==> config.mk <==
export PLATFORM = sky130hd
export DESIGN_NAME = protocol_err_ctrl
export DESIGN_NICKNAME = d
export VERILOG_FILES = /design/src/rtl/protocol_err_pkg.sv /design/src/rtl/protocol_err_ctrl_tx_pkt_tracker.sv /design/src/rtl/protocol_err_ctrl.sv
export SDC_FILE = /design/constraint.sdc
export NUM_CORES = 1
export LEC_CHECK = 0
export ABC_CLOCK_PERIOD_IN_PS = 3750
export BUFFER_PORTS_ARGS = -buffer_cell sky130_fd_sc_hd__buf_2
export CAP_MARGIN = 10
export CORE_AREA = 5 5 122 124
export DETAILED_ROUTE_END_ITERATION = 12
export DIE_AREA = 0 0 127 129
export PLACE_DENSITY_LB_ADDON = 0.1
export SYNTH_ARGS = -nofsm -noshare
export SYNTH_HDL_FRONTEND = slang
export SYNTH_SLANG_ARGS = --single-unit
==> constraint.sdc <==
create_clock -name clk -period 3.75 [get_ports clk]
set_clock_uncertainty 0.1 [all_clocks]
set_input_delay 0 -clock clk [delete_from_list [all_inputs] [get_ports clk]]
set_output_delay 0 -clock clk [all_outputs]
set_load 0.02 [all_outputs]
==> src/rtl/protocol_err_pkg.sv <==
// Shared types and constants for the AFU TX protocol-error controller.
// The error index map is fixed here so CSR decode and the checker agree on bit positions.
package protocol_err_pkg;

    localparam int NUM_ERR_DEFAULT = 10;

    localparam int ERR_MALFORMED    = 0;
    localparam int ERR_MAX_PLD      = 1;
    localparam int ERR_MAX_RDREQ    = 2;
    localparam int ERR_MWR_INSUFF   = 3;
    localparam int ERR_MWR_OVERRUN  = 4;
    localparam int ERR_MMIO_INSUFF  = 5;
    localparam int ERR_MMIO_OVERRUN = 6;
    localparam int ERR_MAX_TAG      = 7;
    localparam int ERR_MMIO_RD_RST  = 8;
    localparam int ERR_MMIO_WR_RST  = 9;

    typedef enum logic [1:0] {
        ST_IDLE     = 2'd0,
        ST_DRAIN    = 2'd1,
        ST_BLOCKED  = 2'd2,
        ST_WAIT_RST = 2'd3
    } err_state_e;

    // Isolate the lowest set bit (two's-complement trick); callers zero-extend up to 32 bits.
    function automatic logic [31:0] first_one(input logic [31:0] v);
        return v & (~v + 32'd1);
    endfunction

endpackage

==> src/rtl/protocol_err_ctrl_tx_pkt_tracker.sv <==
// Tracks whether the AFU TX stream is inside a multi-beat packet.
// Produces the registered in-packet flag plus accepted sop/eop strobes.
module tx_pkt_tracker (
    input  logic clk,
    input  logic rst_n,
    input  logic tx_valid,
    input  logic tx_sop,
    input  logic tx_eop,
    input  logic tx_ready,
    output logic in_pkt,
    output logic sop_acc,
    output logic eop_acc
);

    logic beat_acc;

    assign beat_acc = tx_valid & tx_ready;
    assign sop_acc  = beat_acc & tx_sop;
    assign eop_acc  = beat_acc & tx_eop;

    // eop has priority so a single-beat packet never leaves in_pkt set.
    always_ff @(posedge clk or negedge rst_n) begin
        if (!rst_n)
            in_pkt <= 1'b0;
        else if (eop_acc)
            in_pkt <= 1'b0;
        else if (sop_acc)
            in_pkt <= 1'b1;
    end

endmodule

==> src/rtl/protocol_err_ctrl.sv <==
// Error-response controller: captures first-error context and walks the port through
// drain, block and recovery so no AFU TX traffic escapes until SW clear + soft reset.
module protocol_err_ctrl
    import protocol_err_pkg::*;
#(
    parameter int NUM_ERR = NUM_ERR_DEFAULT,
    parameter int TS_W    = 32,
    parameter int CNT_W   = 8
) (
    input  logic               clk,
    input  logic               rst_n,
    input  logic [NUM_ERR-1:0] i_err_vec,
    input  logic [10:0]        i_err_vf_num,
    input  logic               i_tx_valid,
    input  logic               i_tx_sop,
    input  logic               i_tx_eop,
    input  logic               i_tx_ready,
    input  logic               i_sw_clear,
    input  logic               i_afu_softreset,
    output logic [NUM_ERR-1:0] o_err_status,
    output logic [NUM_ERR-1:0] o_first_err,
    output logic [10:0]        o_err_vf_num,
    output logic [TS_W-1:0]    o_err_ts,
    output logic [CNT_W-1:0]   o_err_cnt,
    output logic               o_err_valid,
    output logic               o_intr,
    output logic               o_block_tx,
    output logic               o_drop_tx,
    output logic [1:0]         o_state
);

    err_state_e         state, state_nxt;
    logic [TS_W-1:0]    ts;
    logic               clr_req;
    logic               in_pkt, sop_acc, eop_acc;
    logic               any_err;
    logic               capture, idle_clear, exit_rst;
    logic [NUM_ERR-1:0] first_oh;

    tx_pkt_tracker u_trk (
        .clk      (clk),
        .rst_n    (rst_n),
        .tx_valid (i_tx_valid),
        .tx_sop   (i_tx_sop),
        .tx_eop   (i_tx_eop),
        .tx_ready (i_tx_ready),
        .in_pkt   (in_pkt),
        .sop_acc  (sop_acc),
        .eop_acc  (eop_acc)
    );

    assign any_err    = |i_err_vec;
    assign first_oh   = NUM_ERR'(first_one(32'(i_err_vec)));
    assign capture    = (state == ST_IDLE) & any_err;
    assign idle_clear = (state == ST_IDLE) & i_sw_clear & ~any_err;
    assign exit_rst   = (state == ST_WAIT_RST) & ~i_afu_softreset & (clr_req | i_sw_clear);

    always_ff @(posedge clk or negedge rst_n) begin
        if (!rst_n)
            state <= ST_IDLE;
        else
            state <= state_nxt;
    end

    always_comb begin
        state_nxt = state;
        case (state)
            ST_IDLE: begin
                // A packet opened by this very beat still needs draining unless it also ends here.
                if (any_err)
                    state_nxt = ((in_pkt | sop_acc) & ~eop_acc) ? ST_DRAIN : ST_BLOCKED;
            end
            ST_DRAIN:    if (eop_acc)         state_nxt = ST_BLOCKED;
            ST_BLOCKED:  if (i_afu_softreset) state_nxt = ST_WAIT_RST;
            ST_WAIT_RST: if (exit_rst)        state_nxt = ST_IDLE;
            default:                          state_nxt = ST_IDLE;
        endcase
    end

    assign o_block_tx = (state != ST_IDLE);
    assign o_drop_tx  = (state == ST_DRAIN);
    assign o_state    = state;

    always_ff @(posedge clk or negedge rst_n) begin
        if (!rst_n)
            ts <= '0;
        else
            ts <= ts + 1'b1;
    end

    always_ff @(posedge clk or negedge rst_n) begin
        if (!rst_n)
            clr_req <= 1'b0;
        else if (exit_rst)
            clr_req <= 1'b0;
        else if (i_sw_clear && (state == ST_BLOCKED || state == ST_WAIT_RST))
            clr_req <= 1'b1;
    end

    // Status and counter: an error landing in a clear cycle survives the clear.
    always_ff @(posedge clk or negedge rst_n) begin
        if (!rst_n) begin
            o_err_status <= '0;
            o_err_cnt    <= '0;
        end else if (exit_rst || idle_clear) begin
            o_err_status <= i_err_vec;
            o_err_cnt    <= any_err ? CNT_W'(1) : '0;
        end else begin
            o_err_status <= o_err_status | i_err_vec;
            if (any_err && o_err_cnt != '1)
                o_err_cnt <= o_err_cnt + 1'b1;
        end
    end

    always_ff @(posedge clk or negedge rst_n) begin
        if (!rst_n) begin
            o_first_err  <= '0;
            o_err_vf_num <= '0;
            o_err_ts     <= '0;
            o_err_valid  <= 1'b0;
            o_intr       <= 1'b0;
        end else begin
            o_intr <= capture;
            if (capture) begin
                o_first_err  <= first_oh;
                o_err_vf_num <= i_err_vf_num;
                o_err_ts     <= ts;
                o_err_valid  <= 1'b1;
            end else if (exit_rst) begin
                o_first_err <= '0;
                o_err_valid <= 1'b0;
            end else if (idle_clear) begin
                o_err_valid <= 1'b0;
            end
        end
    end

endmodule

[Word level (Yosys, flattened, before mapping)]
Index checks and enable logic that the tools add are counted.
Word-level totals
  flip-flop bits (word level): 109
  input port bits: 29
  output and inout bits: 77
  word-level logic and storage cells: 71
Operators by class
  add/subtract/negate cells: 3
  equality and inequality tests: 8
  muxes and demuxes: 19
  bitwise operators: 17
  reductions and logical operators: 13
Operators by type and width (count)
  adder 32 x 1 -> 32 bit (second input constant): 1
  2-to-1 mux 10 bit: 3
  2-to-1 mux 8 bit: 2
  adder 10 x 1 -> 10 bit (second input constant): 1
  AND 10 bit: 1
  2-to-1 mux 2 bit: 5
  NOT 10 bit: 1
  OR 10 bit: 1
  nonzero test 2 bit: 5
  OR reduction 10 bit: 1
  AND 1 bit: 9
  adder 8 x 1 -> 8 bit (second input constant): 1
  2-to-1 mux 1 bit: 8
  inequality test 8 bit (second input constant): 1
  one-hot mux 2 bit (4 select lines): 1
  inequality test 2 bit (second input constant): 3
  equality test 2 bit (second input constant): 2
  AND reduction 4 bit: 1
  NOT 1 bit: 3
  nonzero test 3 bit: 1
  equality test 2 x 1 -> 1 bit (second input constant): 1
  logical AND 1 bit: 2
  zero test 2 bit: 1
  logical OR 1 bit: 2
  2 further kinds: 3

[Depth between registers and ports, before layout]
  word-level depth: 7
  depth in mapped cells: 8
  mapped depth without buffers: 6

[Modules after synthesis]
A second synthesis with hierarchy kept.
Unflattened totals
  cell total of the unflattened synthesis: 362
  area, all modules: 4697.0 um^2
Modules (own cells, without submodules)
  protocol_err_ctrl: times used 1, cells an instance 357, area an instance 4640.7 um^2, sequential area each 2702.6 um^2
  tx_pkt_tracker: times used 1, cells an instance 5, area an instance 56.3 um^2, sequential area each 25.0 um^2

[Worst setup path before layout]
Ideal clock, no wire load.
  path type: reg-to-reg
  start: register state[0], in the netlist o_state[0]
  end: register state[1], in the netlist o_state[1]
  setup time: 0.125 ns
  data arrival time: 2.237 ns
  data required time: 3.525 ns
  path slack: 1.288 ns
  cell stages (with the launch flop): 8
  path buffers: 1
  clock period less this slack: 2.462 ns
  path through: dfrtp_1 > inv_1 > ha_1 > clkbuf_1 > inv_1 > or3_1 > o31ai_2 > mux2_2
On the way
  cells in the longest elaborated chain, start to end: 5
  elaborated cells between the ends (all ways): 12
  those cells by class: 7 x eq/ne; 1 x mux; 2 x bitwise; 2 x reduce/logical
Ends and longest elaborated chain
  start, declared: line protocol_err_ctrl.sv:32  | err_state_e state, state_nxt;
  start signal, assigned: line protocol_err_ctrl.sv:62  | state <= state_nxt;
  equality test 2 bit: line protocol_err_ctrl.sv:56, protocol_err_ctrl.sv:67
  AND 1 bit (2 in series): line protocol_err_ctrl.sv:56  | assign exit_rst = (state == ST_WAIT_RST) & ~i_afu_softreset & (clr_req | i_sw_clear);
  inequality test 2 bit (no line)
  AND reduction 4 bit (no line)
Parallel ways exist; a longest one is shown, timed or not.
A chain may end at the register's enable or synchronous reset.

[Worst setup path in the final report]
  start: input port i_err_vec[1]
  end: register o_err_vf_num[10]
On the way
  cells in the longest elaborated chain, start to end: 2
Ends and longest elaborated chain
  start, declared: line protocol_err_ctrl.sv:12  | input logic [NUM_ERR-1:0] i_err_vec,
  OR reduction 10 bit: line protocol_err_ctrl.sv:52  | assign any_err = |i_err_vec;
  AND 1 bit: line protocol_err_ctrl.sv:54  | assign capture = (state == ST_IDLE) & any_err;
  end signal, assigned: line protocol_err_ctrl.sv:126  | o_err_vf_num <= i_err_vf_num;
  end, declared: line protocol_err_ctrl.sv:22  | output logic [10:0] o_err_vf_num,
Every way passes these cells.

==> key figures <==
Die
  • Die Width: 127 um
  • Num ports: 106
  • Row cnt: 43
  • Die area: 0.01638 mm^2
  • Core Region: 0.01367 mm^2
  • Die height: 129 um
  • Starting Density: 33.91%

Status
  • Status: finished clean

STA
  • Slew headroom: 34.60%
  • Final Hold Viols: 0
  • Worst Tran Pin Value: 0.9775 ns
  • Final TNS setup: 0 ns
  • Fin crit share: 69.42%
  • RSZ-0062 raised after global routing: no
  • Peak Freq: 384.2 MHz
  • Slew Viols, Final: 0
  • Min Tclk post-route: 2.603 ns
  • Hold_ws: 0.04055 ns
  • # setup viols final: 0

Drt
  • DR DRC count: 0
  • Initial DRC count: 204
  • Via count: 3350
  • DRT antenna net count: 0
  • WL final: 10630 um
  • WL/cell: 15.47 um
  • First-pass DRT Iterations: 4
  • Vias per cell: 4.876

Cells and area
  • Fraction of layout cells with a size suffix above 1: 33.53%
  • Final Cell Area: 0.005923 mm^2
  • # diodes: 0
  • Fillers: 1296
  • Layout Nets: 538
  • Area Overhead vs Synth: 27.81%
  • Fin util: 43.34%

Setup path
  • Crit end category: flop
  • CP arrival: 2.74 ns
  • Crit-path max FO: 55
  • CP startpoint kind: input port
  • CP required: 3.88 ns
  • Top delay family on crit path: buffers and inverters
  • Buf/Inv on CP: 3
  • Flop2flop setup slack: 1.39 ns
  • Critical path's slowest cell: or4_1
  • Critical path, cell by cell: dlygate4sd3_1 -> buf_2 -> or4_1 -> o41ai_4 -> buf_4 -> mux2_2
  • Critical path's largest stage delay: 0.66 ns
  • Critical setup path kind: in -> reg

Synth
  • Ys async rst share: 100.0%
  • Cell taking the most area after synthesis: dfrtp_1
  • Top cell type's share of synthesized area: 58.86%
  • Post-Syn Area: 0.004634 mm^2
  • Area contributors post-synth: dfrtp_1 59%, mux2_2 9.5%, xnor2_1 4.9%
  • Synth Flop Type: dfrtp_1
  • Avg Cell Area, Syn: 12.56 um^2
  • Syn_nets: 405
  • Register area share after synthesis: 58.86%
  • Cells after synthesis: 369
  • Top-count cell post-synth: dfrtp_1
  • Distinct cells, synth: 44
  • EDFF count, synth: 0
  • Post-synth top cells: 109 x dfrtp_1, 39 x mux2_2, 29 x nand3_1
  • Synthesis Warnings: 0
  • #FFs+latches synth: 109

GRT
  • Largest net degree at the start of global routing: 69
  • Total global-route track usage: 13.90%
  • Initial antenna violation count: 0
  • Total grt overflow: 0
  • First-pass GRT wire length: 18110 um
  • Vias in the first global route: 3447

Clock tree
  • TritonCTS Sinks: 109
  • CTS buffer count: 9
  • # Post-CTS Setup Buffers: 0
  • Clock transition at path regs: 0.07 ns
  • Clk Latency, worst-skew pair: 0.35 ns
  • PostCTS Resize Cnt: 0
  • CTS tree: done
  • CTS root buffer: clkbuf_16
  • H-tree level count: 3
  • Clock Path Buffers: 2

Place
  • Hpwl dp: 7168 um
  • Final Wtd Congestion: 0.7179
  • Post-DP Area: 0.005346 mm^2
  • IO Port Bufs: 105

Power
  • Internal: 0.002366 W
  • Pwr dens: 609.8 mW/mm^2
  • Psw: 0.001246 W
  • Clock share of power: 27.1%
  • Pleak: 2.799 nW
  • Reg power frac: 41.5%
  • Gate power share: 31.4%
  • Worst VDD drop: 364.8 uV
  • Sw Ratio: 34.50%

Worst hold path
  • Hold crit path type: in -> reg

Flow run
  • Max_cap viols: 0
## power by group through the flow
| stage | clock network (W) | registers, W | logic [W] |
|---|---|---|---|
| after floorplan | 0 | 0.00172 | 0.000572 |
| after global placement | 0 | 0.00151 | 0.00112 |
| after detailed placement | 0 | 0.00152 | 0.00112 |
| after CTS | 0.00102 | 0.00150 | 0.00116 |
| after global routing | 0.00107 | 0.00153 | 0.00124 |
| final | 0.000979 | 0.00150 | 0.00114 |
## worst register-to-register path: stages, from the launching register on
cell and delay, ns:
dfrtp_1 0.43, inv_1 0.15, ha_1 0.35, inv_1 0.10
or3_1 0.44, o21ai_1 0.52, nor3_1 0.13
## stage by stage
step	total power [W]	cells	worst slack [ns]
2_1_floorplan	0.002290	369	1.289
3_3_place_gp	0.002625	644	1.351
3_5_place_dp	0.002643	644	1.325
4_1_cts	0.003679	687	1.156
5_1_grt	0.003836	687	1.021
6_report	0.003612	687	1.147
## layout make-up
| type | instances | area, um^2 | area share [%] |
|---|---|---|---|
| Multi-Input combinational cell | 233 | 1779 | 30.04 |
| Sequential cell | 109 | 2728 | 46.05 |
| Inverter | 11 | 41.29 | 0.6971 |
| Clock buffer | 10 | 239.0 | 4.035 |
| Tap cell | 180 | 225.2 | 3.802 |
| Clock inverter | 6 | 67.56 | 1.141 |
| Timing Repair Buffer | 138 | 843.3 | 14.24 |
## registers in the layout, indices dropped and copies added (netlist names)
signal / flops
o_state: 2
o_err_ts: 32
o_err_status: 10
o_err_cnt: 8
o_err_valid: 1
o_err_vf_num: 11
o_intr: 1
ts: 32
o_first_err: 10
u_trk.in_pkt: 1
clr_req: 1
## cells by family (layout without fill, tap and decap cells)
logic type	Yosys count	after routing	synth area share, %
DFF	109	109	58.86
muxes	45	45	10.88
AOI/OAI and AO/OA	44	44	6.912
adders and majority gates	7	7	1.890
and+or+nand+nor	107	107	12.91
buffers and inverters	27	165	2.889
xor gates and xnor gates	30	30	5.670
## metal layers
metal	wire length, um	track usage [%]	vias up
met2	4891	22.23	88
met3	667	4.774	11
met4	134	3.849	0
met1	4935	18.10	1656
met5	0	0	-
li1	-	-	1595
## worst paths after layout
kind / start / to / cells past startpoint
max: i_err_vec[1] / o_err_vf_num[10] / 6
min: i_tx_eop / o_state[0] / 4
max reg2reg: o_state[0] / o_err_cnt[6] / 6
min reg2reg: o_err_status[4] / o_err_status[4] / 1
max in group asynchronous: rst_n / o_err_ts[19] / 3
min in group asynchronous: rst_n / o_err_vf_num[3] / 2
## repair_timing
item / in CTS / in global routing
endpoints found under the setup margin: 0 / 0
endpoints found under the hold margin: 100 / 0
hold buffers: 27 / 0
## placed cells by master (no fill, tap or decap), drive strengths merged, types with 3 or more instances in the layout
cell type / synthesis / layout
clkbuf: 10 / 10
and3: 4 / 4
a21o: 11 / 11
nor3: 6 / 6
a21oi: 8 / 8
o31ai: 4 / 4
nand3: 29 / 29
a31oi: 3 / 3
dlygate4sd3: 0 / 27
ha: 7 / 7
or4: 5 / 5
xnor2: 26 / 26
inv: 11 / 13
nand4: 17 / 17
nand2: 14 / 14
and2: 4 / 4
xor2: 4 / 4
mux2: 43 / 43
nor4: 6 / 6
dfrtp: 109 / 109
o21ai: 8 / 8
buf: 6 / 111
nor2: 9 / 9
and4: 5 / 5
Note: power is estimated with default switching activity, not from simulation.
